`src/rtl/i2c_target_rx.sv`:
```
// Write-only I2C target: synchronises SCL/SDA, detects START/STOP, matches ADDR,
// shifts in data bytes MSB-first, ACKs through an open-drain enable and strobes each byte out.
module i2c_target_rx #(
    parameter logic [6:0] ADDR = 7'h2A
) (
    input  logic       clk,
    input  logic       rst_,
    input  logic       scl_in,
    input  logic       sda_in,
    output logic       sda_oe,
    output logic [7:0] rx_data,
    output logic       rx_valid,
    output logic       busy
);

    typedef enum logic [2:0] {
        S_IDLE,
        S_ADDR,
        S_ADDR_ACK,
        S_DATA,
        S_DATA_ACK,
        S_IGNORE
    } state_t;

    logic   scl_s1_q, scl_s2_q, scl_dly_q;
    logic   sda_s1_q, sda_s2_q, sda_dly_q;

    state_t     state_q, state_d;
    logic [2:0] cnt_q, cnt_d;
    logic [7:0] shift_q, shift_d;
    logic       done_q, done_d;
    logic       sda_oe_q, sda_oe_d;
    logic [7:0] rx_data_q, rx_data_d;
    logic       rx_valid_q, rx_valid_d;
    logic       busy_q, busy_d;

    logic scl_rise, scl_fall, start_det, stop_det;

    assign scl_rise  = scl_s2_q & ~scl_dly_q;
    assign scl_fall  = ~scl_s2_q & scl_dly_q;
    assign start_det = scl_s2_q & ~sda_s2_q & sda_dly_q;
    assign stop_det  = scl_s2_q & sda_s2_q & ~sda_dly_q;

    always_comb begin
        state_d    = state_q;
        cnt_d      = cnt_q;
        shift_d    = shift_q;
        done_d     = done_q;
        sda_oe_d   = sda_oe_q;
        rx_data_d  = rx_data_q;
        rx_valid_d = 1'b0;
        busy_d     = busy_q;

        // Bus conditions win over any same-cycle SCL edge; this also covers repeated START.
        if (start_det) begin
            state_d  = S_ADDR;
            cnt_d    = 3'd0;
            done_d   = 1'b0;
            busy_d   = 1'b1;
            sda_oe_d = 1'b0;
        end else if (stop_det) begin
            state_d  = S_IDLE;
            cnt_d    = 3'd0;
            done_d   = 1'b0;
            busy_d   = 1'b0;
            sda_oe_d = 1'b0;
        end else begin
            case (state_q)
                S_ADDR, S_DATA: begin
                    if (scl_rise && !done_q) begin
                        shift_d = {shift_q[6:0], sda_s2_q};
                        cnt_d   = cnt_q + 3'd1;
                        done_d  = (cnt_q == 3'd7);
                    end else if (scl_fall && done_q) begin
                        done_d = 1'b0;
                        if (state_q == S_ADDR) begin
                            if (shift_q[7:1] == ADDR && !shift_q[0]) begin
                                state_d  = S_ADDR_ACK;
                                sda_oe_d = 1'b1;
                            end else begin
                                state_d  = S_IGNORE;
                                sda_oe_d = 1'b0;
                            end
                        end else begin
                            rx_data_d  = shift_q;
                            rx_valid_d = 1'b1;
                            sda_oe_d   = 1'b1;
                            state_d    = S_DATA_ACK;
                        end
                    end
                end
                S_ADDR_ACK, S_DATA_ACK: begin
                    if (scl_fall) begin
                        sda_oe_d = 1'b0;
                        cnt_d    = 3'd0;
                        done_d   = 1'b0;
                        state_d  = S_DATA;
                    end
                end
                default: begin
                    sda_oe_d = 1'b0;
                end
            endcase
        end
    end

    always_ff @(posedge clk or negedge rst_) begin
        if (!rst_) begin
            scl_s1_q   <= 1'b1;
            scl_s2_q   <= 1'b1;
            scl_dly_q  <= 1'b1;
            sda_s1_q   <= 1'b1;
            sda_s2_q   <= 1'b1;
            sda_dly_q  <= 1'b1;
            state_q    <= S_IDLE;
            cnt_q      <= 3'd0;
            shift_q    <= 8'h00;
            done_q     <= 1'b0;
            sda_oe_q   <= 1'b0;
            rx_data_q  <= 8'h00;
            rx_valid_q <= 1'b0;
            busy_q     <= 1'b0;
        end else begin
            scl_s1_q   <= scl_in;
            scl_s2_q   <= scl_s1_q;
            scl_dly_q  <= scl_s2_q;
            sda_s1_q   <= sda_in;
            sda_s2_q   <= sda_s1_q;
            sda_dly_q  <= sda_s2_q;
            state_q    <= state_d;
            cnt_q      <= cnt_d;
            shift_q    <= shift_d;
            done_q     <= done_d;
            sda_oe_q   <= sda_oe_d;
            rx_data_q  <= rx_data_d;
            rx_valid_q <= rx_valid_d;
            busy_q     <= busy_d;
        end
    end

    assign sda_oe   = sda_oe_q;
    assign rx_data  = rx_data_q;
    assign rx_valid = rx_valid_q;
    assign busy     = busy_q;

endmodule
```
`config.mk`:
```
export PLATFORM = sky130hd
export DESIGN_NAME = i2c_target_rx
export DESIGN_NICKNAME = d
export VERILOG_FILES = /design/src/rtl/i2c_target_rx.sv
export SDC_FILE = /design/constraint.sdc
export NUM_CORES = 1
export LEC_CHECK = 0
export ABC_AREA = 1
export CAP_MARGIN = 20
export CORE_MARGIN = 1
export CORE_UTILIZATION = 35
export CTS_CLUSTER_DIAMETER = 50
export CTS_CLUSTER_SIZE = 8
export DETAILED_ROUTE_END_ITERATION = 10
export PLACE_DENSITY = 0.62
export SLEW_MARGIN = 10
export SYNTH_ARGS = -nofsm -noshare
export SYNTH_HDL_FRONTEND = slang
export SYNTH_SLANG_ARGS = --single-unit
```
`constraint.sdc`:
```
create_clock -name clk -period 2.5 [get_ports clk]
set_clock_uncertainty 0.15 [all_clocks]
set_input_delay 0.5 -clock clk [delete_from_list [all_inputs] [get_ports clk]]
set_output_delay 0.5 -clock clk [all_outputs]
set_load 0.01 [all_outputs]
```
==> metrics.txt <==
# TYPE chip_impl_metric gauge
chip_impl_info{name="run_status",value="finished clean"} 1
chip_impl_metric{name="die_w",unit="µm"} 68.7
chip_impl_metric{name="tightestPinTransition",unit="ns"} 0.396
chip_impl_metric{name="routed_wire_length_per_instance",unit="µm"} 10.4
chip_impl_metric{name="instances_no_fill",unit=""} 239
chip_impl_metric{name="grt_first_pass_wirelength",unit="mm"} 4.34
chip_impl_metric{name="worst-path-buf-inv",unit=""} 1
chip_impl_metric{name="syn_inst",unit=""} 168
chip_impl_metric{name="synth_top_cell_area_share",unit="%"} 41.8
chip_impl_metric{name="post-place-cells",unit=""} 231
chip_impl_metric{name="max_cap_violations",unit=""} 0
chip_impl_metric{name="p_leak",unit="nW"} 0.891
chip_impl_metric{name="grt_met1_usage",unit="%"} 16.9
chip_impl_metric{name="cts_hold_buf",unit=""} 0
chip_impl_metric{name="cts_post_setup_buffers_inserted",unit=""} 0
chip_impl_info{name="min-delay-path-class",value="register to register"} 1
chip_impl_metric{name="min_period",unit="ns"} 1.83
chip_impl_info{name="critPathSlowestCell",value="sky130_fd_sc_hd__clkdlybuf4s50_1"} 1
chip_impl_metric{name="grtUsageTotal",unit="%"} 13.4
chip_impl_info{name="cp_cell_sequence",value="clkdlybuf4s50_1"} 1
chip_impl_info{name="tritoncts_clock_tree",value="done"} 1
chip_impl_metric{name="drt_pass1_iterations",unit=""} 4
chip_impl_metric{name="ant_nets",unit=""} 0
chip_impl_metric{name="ctsHtreeMaxLevel",unit=""} 2
chip_impl_metric{name="ys_seq_elements",unit=""} 32
chip_impl_metric{name="drc",unit=""} 0
chip_impl_metric{name="globalRoute.totalOverflow",unit=""} 0
chip_impl_metric{name="boundaryPins",unit=""} 15
chip_impl_metric{name="final.period_utilization",unit="%"} 73.1
chip_impl_metric{name="achievable-frequency",unit="MHz"} 547
chip_impl_metric{name="synth_area",unit="µm²"} 1560
chip_impl_info{name="worst_setup_path_startpoint",value="rx_data[2]$_DFFE_PN0P_"} 1
chip_impl_metric{name="pin_count_of_the_biggest_net_entering_global_routing",unit=""} 33
chip_impl_metric{name="report.final.hold_viol_count",unit=""} 0
chip_impl_metric{name="finalNetCount",unit=""} 194
chip_impl_info{name="post_synth_most_frequent_cells",value="sky130_fd_sc_hd__nand2_1 (54), sky130_fd_sc_hd__dfrtp_1 (26), sky130_fd_sc_hd__inv_1 (18), sky130_fd_sc_hd__o21ai_2 (13), sky130_fd_sc_hd__nor2_1 (10)"} 1
chip_impl_metric{name="groute.layer.met3.usage",unit="%"} 3.95
chip_impl_metric{name="grt_pass1_vias",unit=""} 994
chip_impl_metric{name="clkLatencyLatePin",unit="ns"} 0.29
chip_impl_metric{name="reg2reg_slack",unit="ns"} 0.97
chip_impl_metric{name="maxSlewHeadroom",unit="%"} 73.6
chip_impl_metric{name="synth-async-reset-ratio",unit="%"} 100
chip_impl_metric{name="synth_fp_nets",unit=""} 174
chip_impl_metric{name="initial_utilization",unit="%"} 37.5
chip_impl_info{name="r2r_start",value="sda_s2_q$_DFF_PN1_"} 1
chip_impl_metric{name="die_height",unit="µm"} 68.7
chip_impl_info{name="synthTopCellsByArea",value="sky130_fd_sc_hd__dfrtp_1 (42%), sky130_fd_sc_hd__nand2_1 (13%), sky130_fd_sc_hd__dfstp_2 (10%)"} 1
chip_impl_metric{name="initial_antenna_violation_count",unit=""} 0
chip_impl_info{name="cts.root.buffer_cell",value="sky130_fd_sc_hd__clkbuf_8"} 1
chip_impl_metric{name="placement_rows",unit=""} 23
chip_impl_metric{name="place.port_buffers",unit=""} 14
chip_impl_metric{name="design.die.area",unit="µm²"} 4710
chip_impl_metric{name="core_region_area",unit="µm²"} 4140
chip_impl_metric{name="power.density",unit="nW/µm²"} 874
chip_impl_metric{name="timing.final.setup_violations",unit=""} 0
chip_impl_metric{name="num_antenna_cells",unit=""} 0
chip_impl_metric{name="grt_use_met2",unit="%"} 19.1
chip_impl_metric{name="synth.avg_cell_area",unit="µm²"} 9.26
chip_impl_metric{name="final_layout_size_suffix_gt1_share",unit="%"} 25.9
chip_impl_metric{name="cts_made_buffers",unit=""} 5
chip_impl_metric{name="timing.final.max_slew_violations",unit=""} 0
chip_impl_metric{name="clock-sinks",unit=""} 32
chip_impl_info{name="grt_setup_unrepaired",value="false"} 1
chip_impl_metric{name="required",unit="ns"} 1.85
chip_impl_info{name="hold_startpoint",value="scl_s1_q$_DFF_PN1_"} 1
chip_impl_info{name="global_route.peak_usage_layer",value="met2"} 1
chip_impl_metric{name="worstPathMaxFanout",unit=""} 2
chip_impl_metric{name="place_hpwl",unit="mm"} 1.76
chip_impl_info{name="cp_top_family",value="buffers and inverters"} 1
chip_impl_metric{name="dpl_worst_slack",unit="ns"} 0.947
chip_impl_info{name="critical_path.startpoint_type",value="register"} 1
chip_impl_info{name="yosys.area.top_type",value="sky130_fd_sc_hd__dfrtp_1"} 1
chip_impl_metric{name="postRouteWirelength",unit="mm"} 2.50
chip_impl_metric{name="num_vias",unit=""} 1047
chip_impl_metric{name="fin_ws",unit="ns"} 0.673
chip_impl_metric{name="area_delta_synth_final",unit="%"} 17.2
chip_impl_info{name="end_kind",value="output pin"} 1
chip_impl_metric{name="ys_types",unit=""} 21
chip_impl_metric{name="worst_vdd_drop",unit="mV"} 0.346
chip_impl_metric{name="clkTransAtPathRegs",unit="ns"} 0.06
chip_impl_metric{name="post_cts.resized_instances",unit=""} 0
chip_impl_metric{name="fin_tns_setup",unit="ns"} 0
chip_impl_info{name="synthMostInstantiatedCell",value="sky130_fd_sc_hd__nand2_1"} 1
chip_impl_metric{name="yosys_warnings",unit=""} 0
chip_impl_metric{name="ctsLongestPathBuffers",unit=""} 2
chip_impl_metric{name="vias_per_instance",unit=""} 4.38
chip_impl_metric{name="post-layout-total-power",unit="mW"} 1.59
chip_impl_metric{name="cp_slowest_stage_delay",unit="ns"} 0.54
chip_impl_metric{name="drt_first_iter_violations",unit=""} 41
chip_impl_info{name="setup_cp_type",value="register to output pin"} 1
chip_impl_metric{name="gp_congestion",unit=""} 0.723
chip_impl_metric{name="register_area_share_after_synthesis",unit="%"} 52.0
chip_impl_info{name="synth_ff_type",value="sky130_fd_sc_hd__dfrtp_1"} 1
chip_impl_metric{name="data_arrival_time_of_the_worst_path",unit="ns"} 1.18
chip_impl_metric{name="synth_enable_flop_cells",unit=""} 0
## per-stage QoR
stage / cell area [µm²] / hold slack, ns / utilization, %
after floorplan: 1560 / 0.0544 / -
after global placement: 1740 / 0.196 / 42.1
after detailed placement: 1740 / 0.197 / 42.1
after CTS: 1820 / 0.205 / 44.0
after global routing: 1820 / 0.208 / 44.0
final: 1820 / 0.205 / 44.0
## worst paths after layout
kind | endpoint | cells past startpoint
max | rx_data[2] | 1
min | scl_s2_q$_DFF_PN1_ | 0
max reg2reg | state_q[1]$_DFFE_PN0P_ | 9
min reg2reg | scl_s2_q$_DFF_PN1_ | 0
max in group asynchronous | sda_dly_q$_DFF_PN1_ | 2
min in group asynchronous | rx_data[0]$_DFFE_PN0P_ | 2
## cell families (layout without fill, tap and decap cells)
family                     after synthesis  after routing  share of synthesized area [%]
and+or+nand+nor                         90             90                           30.1
AOI/OAI and AO/OA                       18             18                           8.93
buffers and inverters                   26             47                           7.40
adders and majority gates                2              2                           1.61
DFF                                     32             32                           52.0
## registers in the layout (all words and copies together), names as in the netlist
name       flops
sda_dly_q      1
sda_s2_q       1
cnt_q          3
sda_s1_q       1
state_q        3
sda_oe         1
rx_valid       1
scl_s1_q       1
rx_data        8
done_q         1
busy           1
shift_q        8
scl_s2_q       1
scl_dly_q      1
## report_power, final
group          total (mW)  internal (mW)  switching, mW
combinational       0.566          0.191          0.376
sequential          0.654          0.596         0.0579
clock               0.373          0.197          0.176
## placed cells by master (no fill, tap or decap)
cell type	n
sky130_fd_sc_hd__dfrtp_1	26
sky130_fd_sc_hd__buf_4	1
sky130_fd_sc_hd__nand2_1	54
sky130_fd_sc_hd__ha_1	2
sky130_fd_sc_hd__nor2_2	1
sky130_fd_sc_hd__o21ai_0	1
sky130_fd_sc_hd__nand3_1	7
sky130_fd_sc_hd__nand4_1	1
sky130_fd_sc_hd__clkbuf_1	3
sky130_fd_sc_hd__nand3_2	3
sky130_fd_sc_hd__inv_4	1
sky130_fd_sc_hd__clkbuf_8	5
sky130_fd_sc_hd__nand2_4	4
sky130_fd_sc_hd__a21oi_1	1
sky130_fd_sc_hd__clkdlybuf4s50_1	14
sky130_fd_sc_hd__inv_1	18
sky130_fd_sc_hd__nor2_1	10
sky130_fd_sc_hd__nand2_2	4
sky130_fd_sc_hd__dfstp_2	6
sky130_fd_sc_hd__o21ai_2	13
sky130_fd_sc_hd__inv_2	5
sky130_fd_sc_hd__nand3_4	2
sky130_fd_sc_hd__nor2_4	4
sky130_fd_sc_hd__o21ai_1	3
## layer usage
metal / up-vias / routed length, µm
li1: 561 / -
met1: 457 / 1280
met2: 21 / 1040
met3: 8 / 105
met4: 0 / 68
met5: - / 0
## area by class of cell
| type | instances | area (µm²) |
|---|---|---|
| clock buffer | 8 | 80.1 |
| fill | 430 | 2320 |
| multi-input combinational | 110 | 632 |
| inverter | 24 | 92.6 |
| tap | 50 | 62.6 |
| sequential | 32 | 808 |
| timing repair buffer | 15 | 148 |
No activity file was read; power rests on OpenSTA's default activity.
